[config.mk]
export PLATFORM = sky130hd
export DESIGN_NAME = fifo_sync_param
export DESIGN_NICKNAME = d
export VERILOG_FILES = /design/src/rtl/fifo_sync_param.sv
export SDC_FILE = /design/constraint.sdc
export NUM_CORES = 1
export LEC_CHECK = 0
export ABC_AREA = 1
export CAP_MARGIN = 20
export CORE_MARGIN = 1
export CORE_UTILIZATION = 40
export CTS_CLUSTER_DIAMETER = 60
export CTS_CLUSTER_SIZE = 28
export DETAILED_ROUTE_END_ITERATION = 8
export PLACE_DENSITY_LB_ADDON = 0.3
export SLEW_MARGIN = 10
export SYNTH_ARGS = -nofsm -noshare
export SYNTH_HDL_FRONTEND = slang
export SYNTH_SLANG_ARGS = --single-unit
[constraint.sdc]
create_clock -name clk_i -period 2.9 [get_ports clk_i]
set_clock_uncertainty 0.15 [all_clocks]
set_input_delay 0.58 -clock clk_i [delete_from_list [all_inputs] [get_ports clk_i]]
set_output_delay 0.58 -clock clk_i [all_outputs]
set_load 0.01 [all_outputs]
[src/rtl/fifo_sync_param.sv]
// fifo_sync_param: parametrised single-clock FIFO with occupancy count,
// almost-full/almost-empty thresholds, a read-valid strobe and sticky
// overflow/underflow flags. Every status output is registered and derived
// from the next-state pointers, so it lines up with the updated count.
module fifo_sync_param #(
  parameter  int WIDTH    = 8,
  parameter  int DEPTH    = 16,
  parameter  int AF_LEVEL = DEPTH - 2,
  parameter  int AE_LEVEL = 2,
  localparam int CW       = $clog2(DEPTH) + 1
) (
  input  logic             clk_i,
  input  logic             rst_i,
  input  logic             wr_en_i,
  input  logic [WIDTH-1:0] wdata_i,
  input  logic             rd_en_i,
  input  logic             err_clr_i,
  output logic [WIDTH-1:0] rdata_o,
  output logic             rd_valid_o,
  output logic             full_o,
  output logic             empty_o,
  output logic             almost_full_o,
  output logic             almost_empty_o,
  output logic [CW-1:0]    count_o,
  output logic             overflow_o,
  output logic             underflow_o
);

  localparam int AW = $clog2(DEPTH);
  localparam logic [CW-1:0] AF_THR = CW'(AF_LEVEL);
  localparam logic [CW-1:0] AE_THR = CW'(AE_LEVEL);

  // Reject configurations the pointer scheme or thresholds cannot support.
  if ((DEPTH < 2) || ((DEPTH & (DEPTH - 1)) != 0)) begin : g_bad_depth
    $error("fifo_sync_param: DEPTH must be a power of two and at least 2");
  end
  if (WIDTH < 1) begin : g_bad_width
    $error("fifo_sync_param: WIDTH must be at least 1");
  end
  if (AE_LEVEL >= AF_LEVEL) begin : g_bad_thresholds
    $error("fifo_sync_param: AE_LEVEL must be strictly below AF_LEVEL");
  end

  logic [WIDTH-1:0] mem [DEPTH];

  // Pointers carry one extra wrap bit so full and empty can be told apart.
  logic [AW:0]   wr_ptr_q;
  logic [AW:0]   rd_ptr_q;
  logic [AW:0]   wr_ptr_d;
  logic [AW:0]   rd_ptr_d;
  logic [CW-1:0] count_d;
  logic          wr_acc;
  logic          rd_acc;
  logic          full_d;
  logic          empty_d;
  logic          ovf_evt;
  logic          udf_evt;

  // Decide which requests are accepted this cycle and derive next-state status.
  always_comb begin
    wr_acc   = wr_en_i && (!full_o || rd_en_i);
    rd_acc   = rd_en_i && !empty_o;
    wr_ptr_d = wr_ptr_q + {{AW{1'b0}}, wr_acc};
    rd_ptr_d = rd_ptr_q + {{AW{1'b0}}, rd_acc};
    count_d  = wr_ptr_d - rd_ptr_d;
    full_d   = (wr_ptr_d[AW-1:0] == rd_ptr_d[AW-1:0]) && (wr_ptr_d[AW] != rd_ptr_d[AW]);
    empty_d  = (wr_ptr_d == rd_ptr_d);
    ovf_evt  = wr_en_i && full_o && !rd_en_i;
    udf_evt  = rd_en_i && empty_o;
  end

  // Storage array; contents are deliberately left unreset.
  always_ff @(posedge clk_i) begin
    if (wr_acc) begin
      mem[wr_ptr_q[AW-1:0]] <= wdata_i;
    end
  end

  // Pointers, registered status and sticky error flags; a new error beats a clear.
  always_ff @(posedge clk_i or negedge rst_i) begin
    if (!rst_i) begin
      wr_ptr_q       <= '0;
      rd_ptr_q       <= '0;
      count_o        <= '0;
      full_o         <= 1'b0;
      empty_o        <= 1'b1;
      almost_full_o  <= 1'b0;
      almost_empty_o <= 1'b1;
      overflow_o     <= 1'b0;
      underflow_o    <= 1'b0;
    end else begin
      wr_ptr_q       <= wr_ptr_d;
      rd_ptr_q       <= rd_ptr_d;
      count_o        <= count_d;
      full_o         <= full_d;
      empty_o        <= empty_d;
      almost_full_o  <= (count_d >= AF_THR);
      almost_empty_o <= (count_d <= AE_THR);
      overflow_o     <= ovf_evt || (overflow_o && !err_clr_i);
      underflow_o    <= udf_evt || (underflow_o && !err_clr_i);
    end
  end

  // Registered read port: one-cycle latency, data held when no read is accepted.
  always_ff @(posedge clk_i or negedge rst_i) begin
    if (!rst_i) begin
      rdata_o    <= '0;
      rd_valid_o <= 1'b0;
    end else begin
      rd_valid_o <= rd_acc;
      if (rd_acc) begin
        rdata_o <= mem[rd_ptr_q[AW-1:0]];
      end
    end
  end

endmodule

======== Word-level counts from Yosys, hierarchy flattened ========
Memory sizes are Yosys's and may differ from the RTL's. A register that Yosys moved wholly into a read port is not among the register bits.
Cells that the tools add are included.
storage, ports and cells
  bits in registers ....................... 22
  memory bits (writable) .................. 128
  output and inout bits ................... 20
  logic and storage cells ................. 37
  memories ................................ 1
operators by class
  $add $sub $neg .......................... 3
  magnitude comparators ................... 2
  equal/unequal tests ..................... 3
  multiplexer cells ....................... 2
  reductions and logical operators ........ 16
memory list
  memory  depth  bits a word  read ports  clocked after memory_dff  wr ports  line  RTL
  mem     16     8            1           1                         1         44    logic [WIDTH-1:0] mem [DEPTH];
operators by type and width
  cell                                                                               number
  5-bit by 1-bit adder with 5-bit output                                             2
  1-bit logical AND                                                                  8
  5-bit equality test                                                                1
  5-bit by 4-bit >= comparator with 1-bit output (second input constant)             1
  5-bit by 2-bit less-or-equal comparator with 1-bit output (second input constant)  1
  1-bit zero test                                                                    5
  5-bit subtractor                                                                   1
  4-bit equality test                                                                1
  1-bit logical OR                                                                   3
  1-bit two-way mux                                                                  2
  1-bit inequality test                                                              1

======== Depth between registers and ports, before layout ========
Gate-level depths: netlist (run 1).
  word-level depth ........................ 6
  depth in mapped cells ................... 16

======== Least setup slack after synthesis (run 1) ========
OpenSTA, ideal clock, no wires.
  path type ............................... input to register
  start point ............................. input port rd_en_i
  end point ............................... register almost_empty_o
  setup time .............................. 0.064 ns
  data arrival time ....................... 2.318 ns
  required time ........................... 2.686 ns
  slack ................................... 0.368 ns
  stages .................................. 13
  path buffers ............................ 0
  cells stage by stage .................... inv_1 a21boi_1 ha_1 ha_1 xnor2_1 ha_1 nor2_1 inv_1 nand3_1 nand2_2 a21oi_1 nand2_1 nor2_2
on the way
  cells in the longest elaborated chain, start to end .. 5
  elaborated cells between the ends (all ways) .. 7
  classes of those cells .................. add/sub: 3; order compare: 1; reduce/logical: 3
ends and longest elaborated chain
  element                                                    line  RTL
  start, declared                                            16    input logic rd_en_i,
  1-bit logical OR                                           61    wr_acc = wr_en_i && (!full_o || rd_en_i);
  1-bit logical AND                                          61
  5-bit by 1-bit adder with 5-bit output                     63    wr_ptr_d = wr_ptr_q + {{AW{1'b0}}, wr_acc};
  named net wr_ptr_d[1]                                      49    logic [AW:0] wr_ptr_d;
  5-bit subtractor                                           65    count_d = wr_ptr_d - rd_ptr_d;
  named net count_d[2]                                       51    logic [CW-1:0] count_d;
  5-bit by 2-bit less-or-equal comparator with 1-bit output  98    almost_empty_o <= (count_d <= AE_THR);
  end signal, assigned                                       98
  end, declared                                              23    output logic almost_empty_o,
The timed path passes the listed nets, and every way through them passes these cells.

======== Worst setup path after layout (run 1) ========
Same ends and word-level chain as after synthesis.

==> results of run 1 <==
synth_stat cells:
cell type / number / area share [%]
a21boi_0: 8 / 0.90
a21boi_1: 10 / 1.1
a21oi_1: 18 / 1.4
buf_2: 9 / 0.68
buf_4: 4 / 0.45
buf_6: 7 / 1.2
clkbuf_1: 1 / 0.056
clkbuf_2: 1 / 0.075
dfrtp_1: 28 / 11
dfstp_2: 2 / 0.79
edfxtp_1: 128 / 58
ha_1: 9 / 1.7
inv_1: 19 / 1.1
inv_2: 8 / 0.45
inv_4: 2 / 0.19
inv_6: 1 / 0.13
nand2_1: 135 / 7.6
nand2_2: 15 / 1.4
nand2_4: 3 / 0.51
nand3_1: 22 / 1.7
nand3_2: 3 / 0.45
nand4_1: 3 / 0.28
nor2_1: 66 / 3.7
nor2_2: 2 / 0.19
nor3_1: 1 / 0.075
o21ai_0: 38 / 2.9
o21ai_1: 12 / 0.90
o21bai_2: 1 / 0.17
o22ai_1: 16 / 1.5
xnor2_1: 1 / 0.13
kinds of logic (layout without fill, tap and decap cells):
kind of cell    Yosys count  in the layout
simple gates            250            250
flops                   158            158
compound gates          103            103
buf+inv                  52            126
fa+ha+maj                 9              9
xor+xnor                  1              1
layout make-up:
type / instances / area, um2 / area share, %
multi-input combinational: 363 / 1770 / 22.3
clock inverter: 14 / 174 / 2.20
inverter: 30 / 123 / 1.55
clock buffer: 18 / 429 / 5.42
sequential: 158 / 4600 / 58.0
tap: 216 / 270 / 3.41
timing repair buffer: 64 / 561 / 7.08
state kept, by name, indices dropped and copies added, names as in the netlist:
register,count
almost_empty_o,1
wr_ptr_q,5
full_o,1
mem,128
underflow_o,1
rd_valid_o,1
almost_full_o,1
rdata_o,8
empty_o,1
overflow_o,1
count_o,5
rd_ptr_q,5
worst max path at each step:
stage,from,endpoint,depth (start not counted)
floorplan,rd_en_i,almost_empty_o,13
global placement,rd_en_i,almost_full_o,14
detailed placement,rd_en_i,almost_empty_o,14
CTS,rd_en_i,almost_empty_o,14
global route,rd_en_i,almost_empty_o,14
finish,rd_en_i,almost_empty_o,14
power by group through the flow:
stage                     sequential [uW]  combinational (uW)  clock (uW)
after floorplan                      3070                2320           0
after global placement               3090                3370           0
after detailed placement             3110                3440           0
after CTS                            3060                3470        2300
after global routing                 3100                3860        2390
final                                3060                3450        2260
layer usage:
layer | routed length (um) | track usage [%] | share of wire, %
met2 | 7160 | 29.7 | 49
met1 | 6420 | 24.0 | 44
met3 | 688 | 3.91 | 4.7
met4 | 284 | 8.18 | 2.0
met5 | 0 | 0 | 0
worst reg2reg max path, stage by stage (launching register included):
cell     delay, ns
dfstp_2       0.56
nor2_2        0.05
ha_1          0.19
ha_1          0.34
inv_1         0.06
ha_1          0.28
a21oi_1       0.18
nand2_2       0.08
nand2_2       0.08
nand3_1       0.08
nand2_1       0.09
nand2_1       0.06
nand2_1       0.05
nand2_1       0.06
through the flow:
stage | setup WS [ns] | cells | cell area, um2 | util [%]
floorplan | 0.368 | 573 | 6650 | -
global placement | -0.0885 | 831 | 7320 | 45.6
detailed placement | -0.175 | 831 | 7320 | 45.6
CTS | 0.262 | 863 | 7920 | 49.3
global route | 0.0714 | 863 | 7920 | 49.3
finish | 0.244 | 863 | 7920 | 49.3
==> flow_metrics.py, run 1 <==
metrics = {
    "grt": {
        "first_global_vias": 4148,
        "grt_max_degree": 65,
        "gr-usage-all-layers_pct": 18.4,
        "antenna_violations_before_repair": 0,
        "grt.overflow.total": 0,
        "grt_first_pass_wirelength_um": 22500,
    },
    "clock_network": {
        "htree_num_levels": 4,
        "cts_tree": "yes",
        "clock-sinks": 158,
        "cts_hold_repair.buffers": 0,
        "clock_tree.buffer_depth": 2,
        "worstSkewPairLatency_ns": 0.42,
        "clk_root_buffer_cell": "clkbuf_16",
        "cts_resized": 0,
        "cts_made_buffers": 17,
        "cts.repair_timing.setup_buffer_count": 0,
        "clkSlewWorstSetupHoldPaths_ns": 0.06,
    },
    "setup_path": {
        "largest_delay_contributor_family_on_the_critical_path": "adder cells",
        "crit_slowest_cell": "clkdlybuf4s50_1",
        "critical_path_class": "in2reg",
        "sum_of_buffers_and_inverters_on_the_critical_path": 3,
        "endpoint_kind": "flop",
        "worst_r2r_path_depth": 13,
        "rr_endpoint": "almost_full_o",
        "cp-start-kind": "input port",
        "critical_path.cell_chain": "clkdlybuf4s50_1 > inv_1 > a21boi_1 > ha_1 > ha_1 > xnor2_1 > ha_1 > nor2_1 > inv_1 > nand3_1 > nand2_2 > a21oi_1 > nand2_1 > nor2_2",
        "path_common_cell": "ha_1",
        "crit-reg2reg-launch": "empty_o",
        "timing.critical_path.required_ns": 3.12,
        "cp_data_arrival_time_ns": 2.87,
        "critPathMaxFanout": 3,
        "reg2reg_setup_slack_ns": 0.47,
        "cp_slowest_stage_delay_ns": 0.48,
    },
    "outcome": {
        "result_of_the_run": "finished clean",
    },
    "run": {
        "cap_violations": 0,
    },
    "floorplanning": {
        "rows": 46,
        "floorplan.die_area_um2": 17100,
        "die-width_um": 131,
        "io-pin-count": 33,
        "floorplan.initialDensity_pct": 41.4,
        "fp.dieH_um": 131,
        "fp.coreArea_um2": 16100,
    },
    "synthesis": {
        "synthesis.nets": 595,
        "synth_simple_gate_area_share_pct": 15.9,
        "synth_top_family_by_area": "simple AND/OR/NAND/NOR gates",
        "avgSynthCellArea_um2": 11.6,
        "share_of_synthesized_cell_area_in_full_adder_half_adder_and_majority_cells_pct": 1.69,
        "postSynthCellCount": 573,
        "yosysWarningCount": 0,
        "synth.area.mux_share_pct": 0,
        "ys_seq_elements": 158,
        "synth_sequential_area_ratio_pct": 69.1,
        "synth_area_um2": 6650,
        "synth_xor_area_share_pct": 0.132,
        "synth_compound_area_share_pct": 8.83,
        "netlist-cell-type-count": 30,
    },
    "sta": {
        "slew_headroom_pct": 51.0,
        "report.final.setup_viol": 0,
        "max_clock_freq_mhz": 376,
        "layout_worst_path_cycle_share_pct": 91.6,
        "worst_hold_slack_ns": 0.336,
        "slew_viol_final": 0,
        "hold_viol": 0,
        "timing.final.crit_period_ns": 2.66,
        "setup-tns-final_ns": 0,
        "rsz0062_at_grt": "false",
        "timing_worst_slew_pin_value_ns": 0.733,
    },
    "routing": {
        "drt_pass1_iterations": 5,
        "drt-total-wl_um": 14500,
        "number_of_vias_after_detailed_routing": 4334,
        "viasPerCell": 5.02,
        "remaining_drc_errors": 0,
        "antenna_left": 0,
        "dr.first_iter.drc_count": 279,
        "wire_per_inst_um": 16.9,
    },
    "layout": {
        "area_delta_synth_final_pct": 19.1,
        "final_nets": 656,
        "leading_cell_type_in_the_layout_fill_and_taps_excluded": "nand2_1",
        "antenna_cells": 0,
        "layout.cells.most_common_list": "nand2_1, edfxtp_1, nor2_1, o21ai_0",
        "n_fill_cell": 1395,
        "drive_above_1_share_pct": 15.5,
    },
    "power": {
        "power_frac_comb_pct": 39.3,
        "power.static_leakage_uw": 0.00304,
        "switching_share_pct": 36.7,
        "seq_power_share_pct": 34.9,
        "design_power_total_uw": 8760,
        "p_sw_uw": 3220,
        "peak_supply_drop_mv": 0.485,
        "p_int_uw": 5550,
        "power_per_cell_area_nw_per_um2": 1110,
        "pwr-share-clk_pct": 25.8,
    },
    "place": {
        "detailed_placement_hpwl_um": 9570,
        "numPortBuffers": 32,
        "place_congestion": 0.811,
    },
    "min_path": {
        "worst_hold_path.endpoint": "rdata_o[0]",
        "min_delay_path_depth": 2,
        "worst_hold_path_type": "reg2reg",
        "hp-start": "rdata_o[0]",
    },
}
Power figures use the tool's default switching activity.
==> inputs of run 2 (changes only) <==
--- a/config.mk
+++ b/config.mk
@@ -12,6 +12,7 @@
 export CTS_CLUSTER_DIAMETER = 60
 export CTS_CLUSTER_SIZE = 28
 export DETAILED_ROUTE_END_ITERATION = 8
+export MAX_ROUTING_LAYER = met4
 export PLACE_DENSITY_LB_ADDON = 0.3
 export SLEW_MARGIN = 10
 export SYNTH_ARGS = -nofsm -noshare
==> run 2 against run 1 <==
Sequential share of layout area unchanged. Via count down 1.2%. Worst hold slack about the same. Total power up 0.10%. Wire length up 0.10%. Worst setup slack better by 0.0049 ns. Critical endpoint unchanged. Maximum frequency up 0.18%. Sequential power about the same. Non-clock buffer count unchanged.
==> flow_metrics.py, run 2 (same netlist as run 1, synthesis figures left out) <==
metrics = {
    "power": {
        "power_per_cell_area_nw_per_um2": 1110,
        "peak_supply_drop_mv": 0.489,
        "power.static_leakage_uw": 0.00304,
    },
    "layout": {
        "final_nets": 656,
        "antenna_cells": 0,
        "stdcell_area_um2": 7920,
        "drive_above_1_share_pct": 15.5,
        "leading_cell_type_in_the_layout_fill_and_taps_excluded": "nand2_1",
        "layout.core_utilization_pct": 49.3,
        "layout.cells.most_common_list": "nand2_1, edfxtp_1, nor2_1, o21ai_0",
        "multiInputGateArea_um2": 1770,
        "area_delta_synth_final_pct": 19.1,
        "largest_register_ffs": 128,
        "sequential_cell_area_um2": 4600,
        "n_fill_cell": 1395,
    },
    "grt": {
        "grt.overflow.total": 0,
        "gr-usage-all-layers_pct": 19.0,
        "first_global_vias": 4151,
        "grt_first_pass_wirelength_um": 22500,
        "antenna_violations_before_repair": 0,
        "grt_max_degree": 65,
    },
    "floorplanning": {
        "rows": 46,
        "fp.dieH_um": 131,
        "die-width_um": 131,
        "floorplan.initialDensity_pct": 41.4,
        "io-pin-count": 33,
        "fp.coreArea_um2": 16100,
        "floorplan.die_area_um2": 17100,
    },
    "routing": {
        "number_of_vias_after_detailed_routing": 4280,
        "drt-total-wl_um": 14600,
        "drt_pass1_iterations": 4,
        "remaining_drc_errors": 0,
        "antenna_left": 0,
        "wire_per_inst_um": 16.9,
        "viasPerCell": 4.96,
        "dr.first_iter.drc_count": 309,
    },
    "clock_network": {
        "cts_hold_repair.buffers": 0,
        "htree_num_levels": 4,
        "clock-sinks": 158,
        "cts.repair_timing.setup_buffer_count": 0,
        "clk_root_buffer_cell": "clkbuf_16",
        "worstSkewPairLatency_ns": 0.43,
        "cts_made_buffers": 17,
        "cts_tree": "yes",
        "clock_tree.buffer_depth": 2,
        "clkSlewWorstSetupHoldPaths_ns": 0.06,
        "cts_resized": 0,
    },
    "sta": {
        "rsz0062_at_grt": "false",
        "report.final.setup_viol": 0,
        "hold_viol": 0,
        "timing_worst_slew_pin_value_ns": 0.737,
        "slew_headroom_pct": 50.7,
        "setup-tns-final_ns": 0,
        "max_clock_freq_mhz": 377,
        "timing.final.crit_period_ns": 2.65,
        "slew_viol_final": 0,
        "layout_worst_path_cycle_share_pct": 91.4,
    },
    "place": {
        "numPortBuffers": 32,
        "placement.cell_area_um2": 7320,
        "place_congestion": 0.823,
        "detailed_placement_hpwl_um": 9570,
    },
    "setup_path": {
        "timing.critical_path.required_ns": 3.12,
        "endpoint_kind": "flop",
        "reg2reg_setup_slack_ns": 0.48,
        "cp_data_arrival_time_ns": 2.87,
        "cp-start-kind": "input port",
        "critical_path_class": "in2reg",
        "critPathMaxFanout": 3,
    },
    "outcome": {
        "result_of_the_run": "finished clean",
    },
    "min_path": {
        "worst_hold_path_type": "reg2reg",
    },
    "run": {
        "cap_violations": 0,
    },
}
[run 2: cell counts in the layout (fill, tap and decap cells not counted)]
Identical to the previous run, type by type.
[run 2: per-stage QoR]
stage | hold slack, ns | total power [uW] | worst slack [ns] | std cells
2_1_floorplan | 0.134 | 5390 | 0.368 | 573
3_3_place_gp | 0.315 | 6460 | -0.0885 | 831
3_5_place_dp | 0.322 | 6540 | -0.175 | 831
4_1_cts | 0.338 | 8830 | 0.262 | 863
5_1_grt | 0.371 | 9340 | 0.0715 | 863
6_report | 0.336 | 8770 | 0.249 | 863
[run 2: final timing paths]
| check | start | end | cells after the start |
|---|---|---|---|
| worst min register to register | rdata_o[0] | rdata_o[0] | 2 |
| worst max register to register | empty_o | almost_full_o | 13 |
| worst min-delay path | rdata_o[0] | rdata_o[0] | 2 |
| worst max-delay path | rd_en_i | almost_empty_o | 14 |
| max in group asynchronous | rst_i | empty_o | 2 |
| min in group asynchronous | rst_i | rd_valid_o | 1 |
[run 2: per-layer routing]
metal | track usage (%) | vias up | routed length [um]
li1 | - | 2101 | -
met3 | 3.83 | 14 | 724
met2 | 29.7 | 98 | 7250
met5 | - | - | 0
met4 | 8.18 | 0 | 263
met1 | 24.0 | 2067 | 6320
[run 2: where the power goes]
part           switching, uW  total [uW]  leakage, uW  internal (uW)
sequential               213        3060      0.00152           2850
combinational           2170        3450      0.00123           1280
clock                    846        2270     0.000296           1420
[run 2: worst max-delay path, cell delays in order]
cell,delay [ns]
clkdlybuf4s50_1,0.48
inv_1,0.07
a21boi_1,0.19
ha_1,0.23
ha_1,0.27
xnor2_1,0.14
ha_1,0.20
nor2_1,0.16
inv_1,0.09
nand3_1,0.12
nand2_2,0.07
a21oi_1,0.11
nand2_1,0.07
nor2_2,0.09
[run 2: final cells by class]
cell class | instances | share of cell area, %
clock buffer | 18 | 5.42
clock inverter | 14 | 2.20
inverter | 30 | 1.55
multi-input combinational | 363 | 22.3
sequential | 158 | 58.0
tap | 216 | 3.41
timing repair buffer | 64 | 7.08
